File: config.mk
export PLATFORM = sky130hd
export DESIGN_NAME = arb4_grant_ctrl
export DESIGN_NICKNAME = d
export VERILOG_FILES = /design/src/rtl/arb4_grant_ctrl_pkg.sv /design/src/rtl/arb4_grant_ctrl_prio_enc4_v.sv /design/src/rtl/arb4_grant_ctrl.sv
export SDC_FILE = /design/constraint.sdc
export NUM_CORES = 1
export LEC_CHECK = 0
export ABC_CLOCK_PERIOD_IN_PS = 2150
export CORE_UTILIZATION = 45
export CTS_BUF_LIST = sky130_fd_sc_hd__clkbuf_16
export DETAILED_ROUTE_END_ITERATION = 16
export PLACE_DENSITY = 0.77
export SLEW_MARGIN = 30
export SYNTH_ARGS = -nofsm -noshare
export SYNTH_HDL_FRONTEND = slang
export SYNTH_SLANG_ARGS = --single-unit
File: constraint.sdc
create_clock -name clk -period 2.15 [get_ports clk]
set_clock_uncertainty 0.1 [all_clocks]
set_input_delay 0.3225 -clock clk [delete_from_list [all_inputs] [get_ports clk]]
set_output_delay 0.3225 -clock clk [all_outputs]
set_load 0.03 [all_outputs]
File: src/rtl/arb4_grant_ctrl_pkg.sv
`default_nettype none
// ============================================================================
//  Module      : arb4_grant_ctrl_pkg
//  Description : Shared constants, state encoding and helpers for the
//                4-requester grant controller.
//  Revision    : 1.0 - initial release
// ============================================================================
package arb4_grant_ctrl_pkg;

    localparam int REQ_N = 4;
    localparam int IDX_W = 2;

    localparam logic MODE_FIXED = 1'b0;
    localparam logic MODE_RR    = 1'b1;

    typedef enum logic {
        ST_IDLE  = 1'b0,
        ST_GRANT = 1'b1
    } state_t;

    // One-hot grant vector for a requester index
    function automatic logic [REQ_N-1:0] idx_to_onehot(input logic [IDX_W-1:0] idx);
        logic [REQ_N-1:0] v;
        v = '0;
        v[idx] = 1'b1;
        return v;
    endfunction

endpackage : arb4_grant_ctrl_pkg
`default_nettype wire

File: src/rtl/arb4_grant_ctrl_prio_enc4_v.sv
`default_nettype none
// ============================================================================
//  Module      : prio_enc4_v
//  Description : 4-to-2 priority encoder with valid, highest index wins.
//                In rotating mode the search starts just below the previous
//                winner, so the previous winner is examined last.
//  Revision    : 1.0 - initial release
// ============================================================================
module prio_enc4_v
    import arb4_grant_ctrl_pkg::*;
(
    input  logic [REQ_N-1:0] req_i,
    input  logic             rr_en_i,
    input  logic [IDX_W-1:0] last_i,
    output logic [IDX_W-1:0] idx_o,
    output logic             valid_o
);

    logic [IDX_W-1:0] offset;
    logic [REQ_N-1:0] req_rot;
    logic [IDX_W-1:0] enc_rot;

    // Rotate so slot k holds requester (k+offset) mod 4; slot 3 is then
    // requester last-1, slot 0 the previous winner itself.
    always_comb begin
        offset  = rr_en_i ? last_i : '0;
        req_rot = '0;
        for (int k = 0; k < REQ_N; k++) begin
            req_rot[k] = req_i[IDX_W'(k) + offset];
        end
    end

    // Encode the rotated vector, then undo the rotation (2-bit wrap = mod 4)
    always_comb begin
        enc_rot = '0;
        if (req_rot[3])      enc_rot = 2'd3;
        else if (req_rot[2]) enc_rot = 2'd2;
        else if (req_rot[1]) enc_rot = 2'd1;
        else                 enc_rot = 2'd0;
        valid_o = |req_rot;
        idx_o   = valid_o ? (enc_rot + offset) : '0;
    end

endmodule : prio_enc4_v
`default_nettype wire

File: src/rtl/arb4_grant_ctrl.sv
`default_nettype none
// ============================================================================
//  Module      : arb4_grant_ctrl
//  Description : Sequential 4-requester bus arbiter. Issues one registered
//                one-hot grant, held until the owner releases it or the hold
//                timeout expires; every release passes through one idle cycle.
//  Revision    : 1.0 - initial release
// ============================================================================
module arb4_grant_ctrl
    import arb4_grant_ctrl_pkg::*;
#(
    parameter logic RR_MODE  = 1'b0,
    parameter int   MAX_HOLD = 16,
    parameter int   CNT_W    = 5
) (
    input  logic             clk,
    input  logic             rst_n,
    input  logic [REQ_N-1:0] req_i,
    input  logic [REQ_N-1:0] done_i,
    output logic [REQ_N-1:0] gnt_o,
    output logic [IDX_W-1:0] gnt_idx_o,
    output logic             gnt_valid_o,
    output logic             busy_o,
    output logic             timeout_o
);

    // Counter value on which the grant is revoked (unused when MAX_HOLD==0)
    localparam logic [CNT_W-1:0] HOLD_LAST = (MAX_HOLD > 0) ? CNT_W'(MAX_HOLD - 1) : '0;

    state_t           state_q;
    logic [REQ_N-1:0] gnt_q;
    logic [IDX_W-1:0] gnt_idx_q;
    logic             gnt_valid_q;
    logic             busy_q;
    logic             timeout_q;
    logic [IDX_W-1:0] last_q;
    logic [CNT_W-1:0] hold_cnt_q;
    logic [CNT_W-1:0] hold_cnt_d;

    logic [IDX_W-1:0] win_idx;
    logic             win_valid;
    logic             owner_release;
    logic             hold_expired;

    prio_enc4_v u_prio_enc (
        .req_i   (req_i),
        .rr_en_i (RR_MODE == MODE_RR),
        .last_i  (last_q),
        .idx_o   (win_idx),
        .valid_o (win_valid)
    );

    // Saturating hold counter, owner release and timeout conditions
    always_comb begin
        hold_cnt_d    = (hold_cnt_q == '1) ? hold_cnt_q : hold_cnt_q + 1'b1;
        owner_release = done_i[gnt_idx_q] | ~req_i[gnt_idx_q];
        hold_expired  = (MAX_HOLD != 0) && (hold_cnt_q == HOLD_LAST);
    end

    // Grant FSM with registered outputs; release has priority over timeout
    always_ff @(posedge clk) begin
        if (!rst_n) begin
            state_q     <= ST_IDLE;
            gnt_q       <= '0;
            gnt_idx_q   <= '0;
            gnt_valid_q <= 1'b0;
            busy_q      <= 1'b0;
            timeout_q   <= 1'b0;
            last_q      <= '0;
            hold_cnt_q  <= '0;
        end else begin
            case (state_q)
                ST_IDLE: begin
                    timeout_q <= 1'b0;
                    if (win_valid) begin
                        state_q     <= ST_GRANT;
                        gnt_q       <= idx_to_onehot(win_idx);
                        gnt_idx_q   <= win_idx;
                        gnt_valid_q <= 1'b1;
                        busy_q      <= 1'b1;
                        last_q      <= win_idx;
                        hold_cnt_q  <= '0;
                    end
                end
                ST_GRANT: begin
                    hold_cnt_q <= hold_cnt_d;
                    if (owner_release || hold_expired) begin
                        state_q     <= ST_IDLE;
                        gnt_q       <= '0;
                        gnt_idx_q   <= '0;
                        gnt_valid_q <= 1'b0;
                        busy_q      <= 1'b0;
                        timeout_q   <= ~owner_release;
                    end
                end
                default: begin
                    state_q     <= ST_IDLE;
                    gnt_q       <= '0;
                    gnt_idx_q   <= '0;
                    gnt_valid_q <= 1'b0;
                    busy_q      <= 1'b0;
                    timeout_q   <= 1'b0;
                end
            endcase
        end
    end

    assign gnt_o       = gnt_q;
    assign gnt_idx_o   = gnt_idx_q;
    assign gnt_valid_o = gnt_valid_q;
    assign busy_o      = busy_q;
    assign timeout_o   = timeout_q;

endmodule : arb4_grant_ctrl
`default_nettype wire

==> results.md <==
- Top cells by count, synth: dfxtp_1 (14), a21oi_1 (7), inv_1 (6), nand3_1 (6)
- Placer Congestion: approximately 0.76
- Hold wc startpoint: hold_cnt_q[3]$_SDFFE_PN0P_
- Synth Register Bits: 14
- Clk_lat worst skew: approximately 240 ps
- Vias per cell: 5.67
- Area contributors post-synth: dfxtp_1 (38%), ha_1 (5.0%), a21oi_1 (4.7%)
- Slew Limit Fails: 0
- Chip Width: between 40 and 50 µm
- CTS Buffer Depth: 2
- Syn avg cell area: roughly 8.9 µm²
- CTS clk-pin slew, worst paths: around 40 ps
- NetSw: ~190 µW
- I/O pin count: 19
- Final hold vios: 0
- Num CTS Buffers: 3
- Clock Power Share: 0.453
- Cells after Synth: 84
- Adder-Cell Fraction of Synth Area: 0.0504
- Worst slew margin: 0.757
- Sequential area share after synthesis: 0.376
- Cell area after synthesis: about 740 µm²
- Final net count: 120
- Post-CTS Resized: 0
- Vias: approximately 690
- CP max stage cell: mux4_2
- Worst slew pin tran: between 300 and 400 ps
- Synth warn: 0
- ANT nets after route: 0
- Final setup violation count: 0
- Synth Area in Compound Gates: 0.193
- Syn nets: 97
- Post-synthesis simple-gate area fraction: 0.281
- Prevailing post-synth register cell: dfxtp_1
- Synth area leader: dfxtp_1
- Setup bufs post-CTS: 0
- Post-synth ARST share: 0
- DRC violation count after routing: 0
- CTS tree: yes
- I/O Buffers: 18
- CP Class: input port to flop
- HP Class: flop to flop
- Largest net degree at the start of global routing: 11
- RSZ-0062 raised after global routing: no
- Layout cell share with drive strength beyond 1: 0.123
- Lkg Pwr: 0.405 nW
- Peak VDD IR: 747 µV
- Power per Cell Area: about 750 nW/µm²
- Grt total ovfl: 0
- Design Area, Final: 1030 µm²
- Number of synthesized flops with an enable pin: 0
- Area growth from synthesis to layout: 37.8%
- CP Launch Type: input port
- Root cell of the clock tree: clkbuf_16
- Antenna Cells: 0
- Main combinational cell family by area after synthesis: simple AND/OR/NAND/NOR gates
- CTS sink cnt: 14
- Iteration-0 DRC Markers: 16
- CP Data Required Time: roughly 2200 ps
- Post-Synth XOR/XNOR Area: 0.0118
- Fmax: approximately 560 MHz
- Htree depth: 1
- Sw frac: 0.243
- Reg-to-Reg Start: hold_cnt_q[0]$_SDFFE_PN0P_
- WL/cell: 13.1 µm
- Setup crit start: req_i[3]
- Crit path arrival time: 1800 ps
- DRT Pass-1 Iters: 4
- Yosys cell types: 31
- Max-cap viol count: 0
- Slowest stage delay, CP: about 560 ps
- Internal: 579 µW
- Critical path cell sequence: clkdlybuf4s50_1, nor2b_1, mux4_2, nand2b_2, o22ai_2
- Final min period: 1780 ps
- Final HPWL DP: approximately 1200 µm
- Initial Util: 0.489
- Die area: roughly 1800 µm²
- Post-route setup TNS: 0 ps
- CP max FO: 7
- Global-route usage over all layers: 0.202
- Crit. End Element: flop
- Post-synthesis mux area share: 0.0303
- Most common cell in the netlist: dfxtp_1
- Comb pwr share: 0.172
- Vias in the first global route: 639
- Rows: 14
- Total Wirelength: approximately 1600 µm
- WHS: ~370 ps
- Placed instance area: ~950 µm²
- Status: completed
- Register share of total power: 0.376
- Initial antenna violation count: 0
- Fin crit share: 0.826
- Hold-fix buffers, CTS: 0
- Die Ht: ~43 µm
- Top-area cell type share of the netlist area: 0.376
- First-pass GRT wire length: about 2700 µm
- Core box area: approximately 1500 µm²
worst max-delay path, delay by kind of cell:
kind	cells	cell delay [ps]
compound gates	1	90
buf+inv	1	510
simple gates	2	320
mux	1	560
power groups by stage:
stage                     clock network [mW]  registers, mW  logic [mW]
after global placement                     0          0.292       0.129
after CTS                              0.355          0.287       0.131
after global routing                   0.364          0.289       0.143
final                                  0.346          0.287       0.131
after floorplan                            0          0.302      0.0660
after detailed placement                   0          0.292       0.130
routing by layer:
metal,global-route usage,routed length [µm],vias up
li1,-,-,345
met1,0.242,717,335
met2,0.306,812,10
met3,0.0723,57,2
met4,0.125,15,0
met5,0,0,-
layout by cell type, fill, tap and decap left out, types with 2 or more instances in the layout:
cell type	instances
a21oi_1	7
a31oi_1	3
and3_1	3
dfxtp_1	14
nand3_1	6
nor2_1	5
inv_1	6
clkdlybuf4s50_1	18
nand4b_1	3
nand2b_1	2
nor2b_1	5
clkbuf_16	3
ha_1	3
buf_4	3
o21ai_0	3
nand2_1	5
sequential cells by signal (all words and copies together) (netlist names):
signal and flops:
hold_cnt_q 5, gnt_o 4, gnt_idx_o 2, busy_o 1, state_q 1, timeout_o 1
metrics by stage:
stage                     cells  utilization  total power [mW]  worst slack, ps
after floorplan              84            -             0.368              506
after global placement      118        0.622             0.420              171
after detailed placement    118        0.622             0.422              132
after CTS                   122        0.673             0.774              377
after global routing        122        0.673             0.795              280
final                       122        0.673             0.764              374
cell families (layout without fill, tap and decap cells):
kind of cell	count (synthesis)	count (layout)
buffers and inverters	9	31
adders and majority gates	3	3
xor gates and xnor gates	1	1
AOI/OAI and AO/OA	21	21
and+or+nand+nor	35	35
DFF	14	14
muxes	1	1
area by class of cell:
class                   instances  area (µm²)
fillers                       125         498
multi-input cells              61         422
flip-flops and latches         14         280
repair buffers                 21         203
clock buffers                   3        75.1
inverters                       6        22.5
well taps                      16        20.0
clock inverters                 1        3.75
path summary, 6_finish.rpt:
check	slack, ps	end	cells after the start
min reg2reg	370	hold_cnt_q[3]$_SDFFE_PN0P_	1
max reg2reg	380	hold_cnt_q[0]$_SDFFE_PN0P_	6
min	370	hold_cnt_q[3]$_SDFFE_PN0P_	1
max	370	gnt_o[2]$_SDFFE_PN0P_	5
Note: power is estimated with default switching activity, not from simulation.
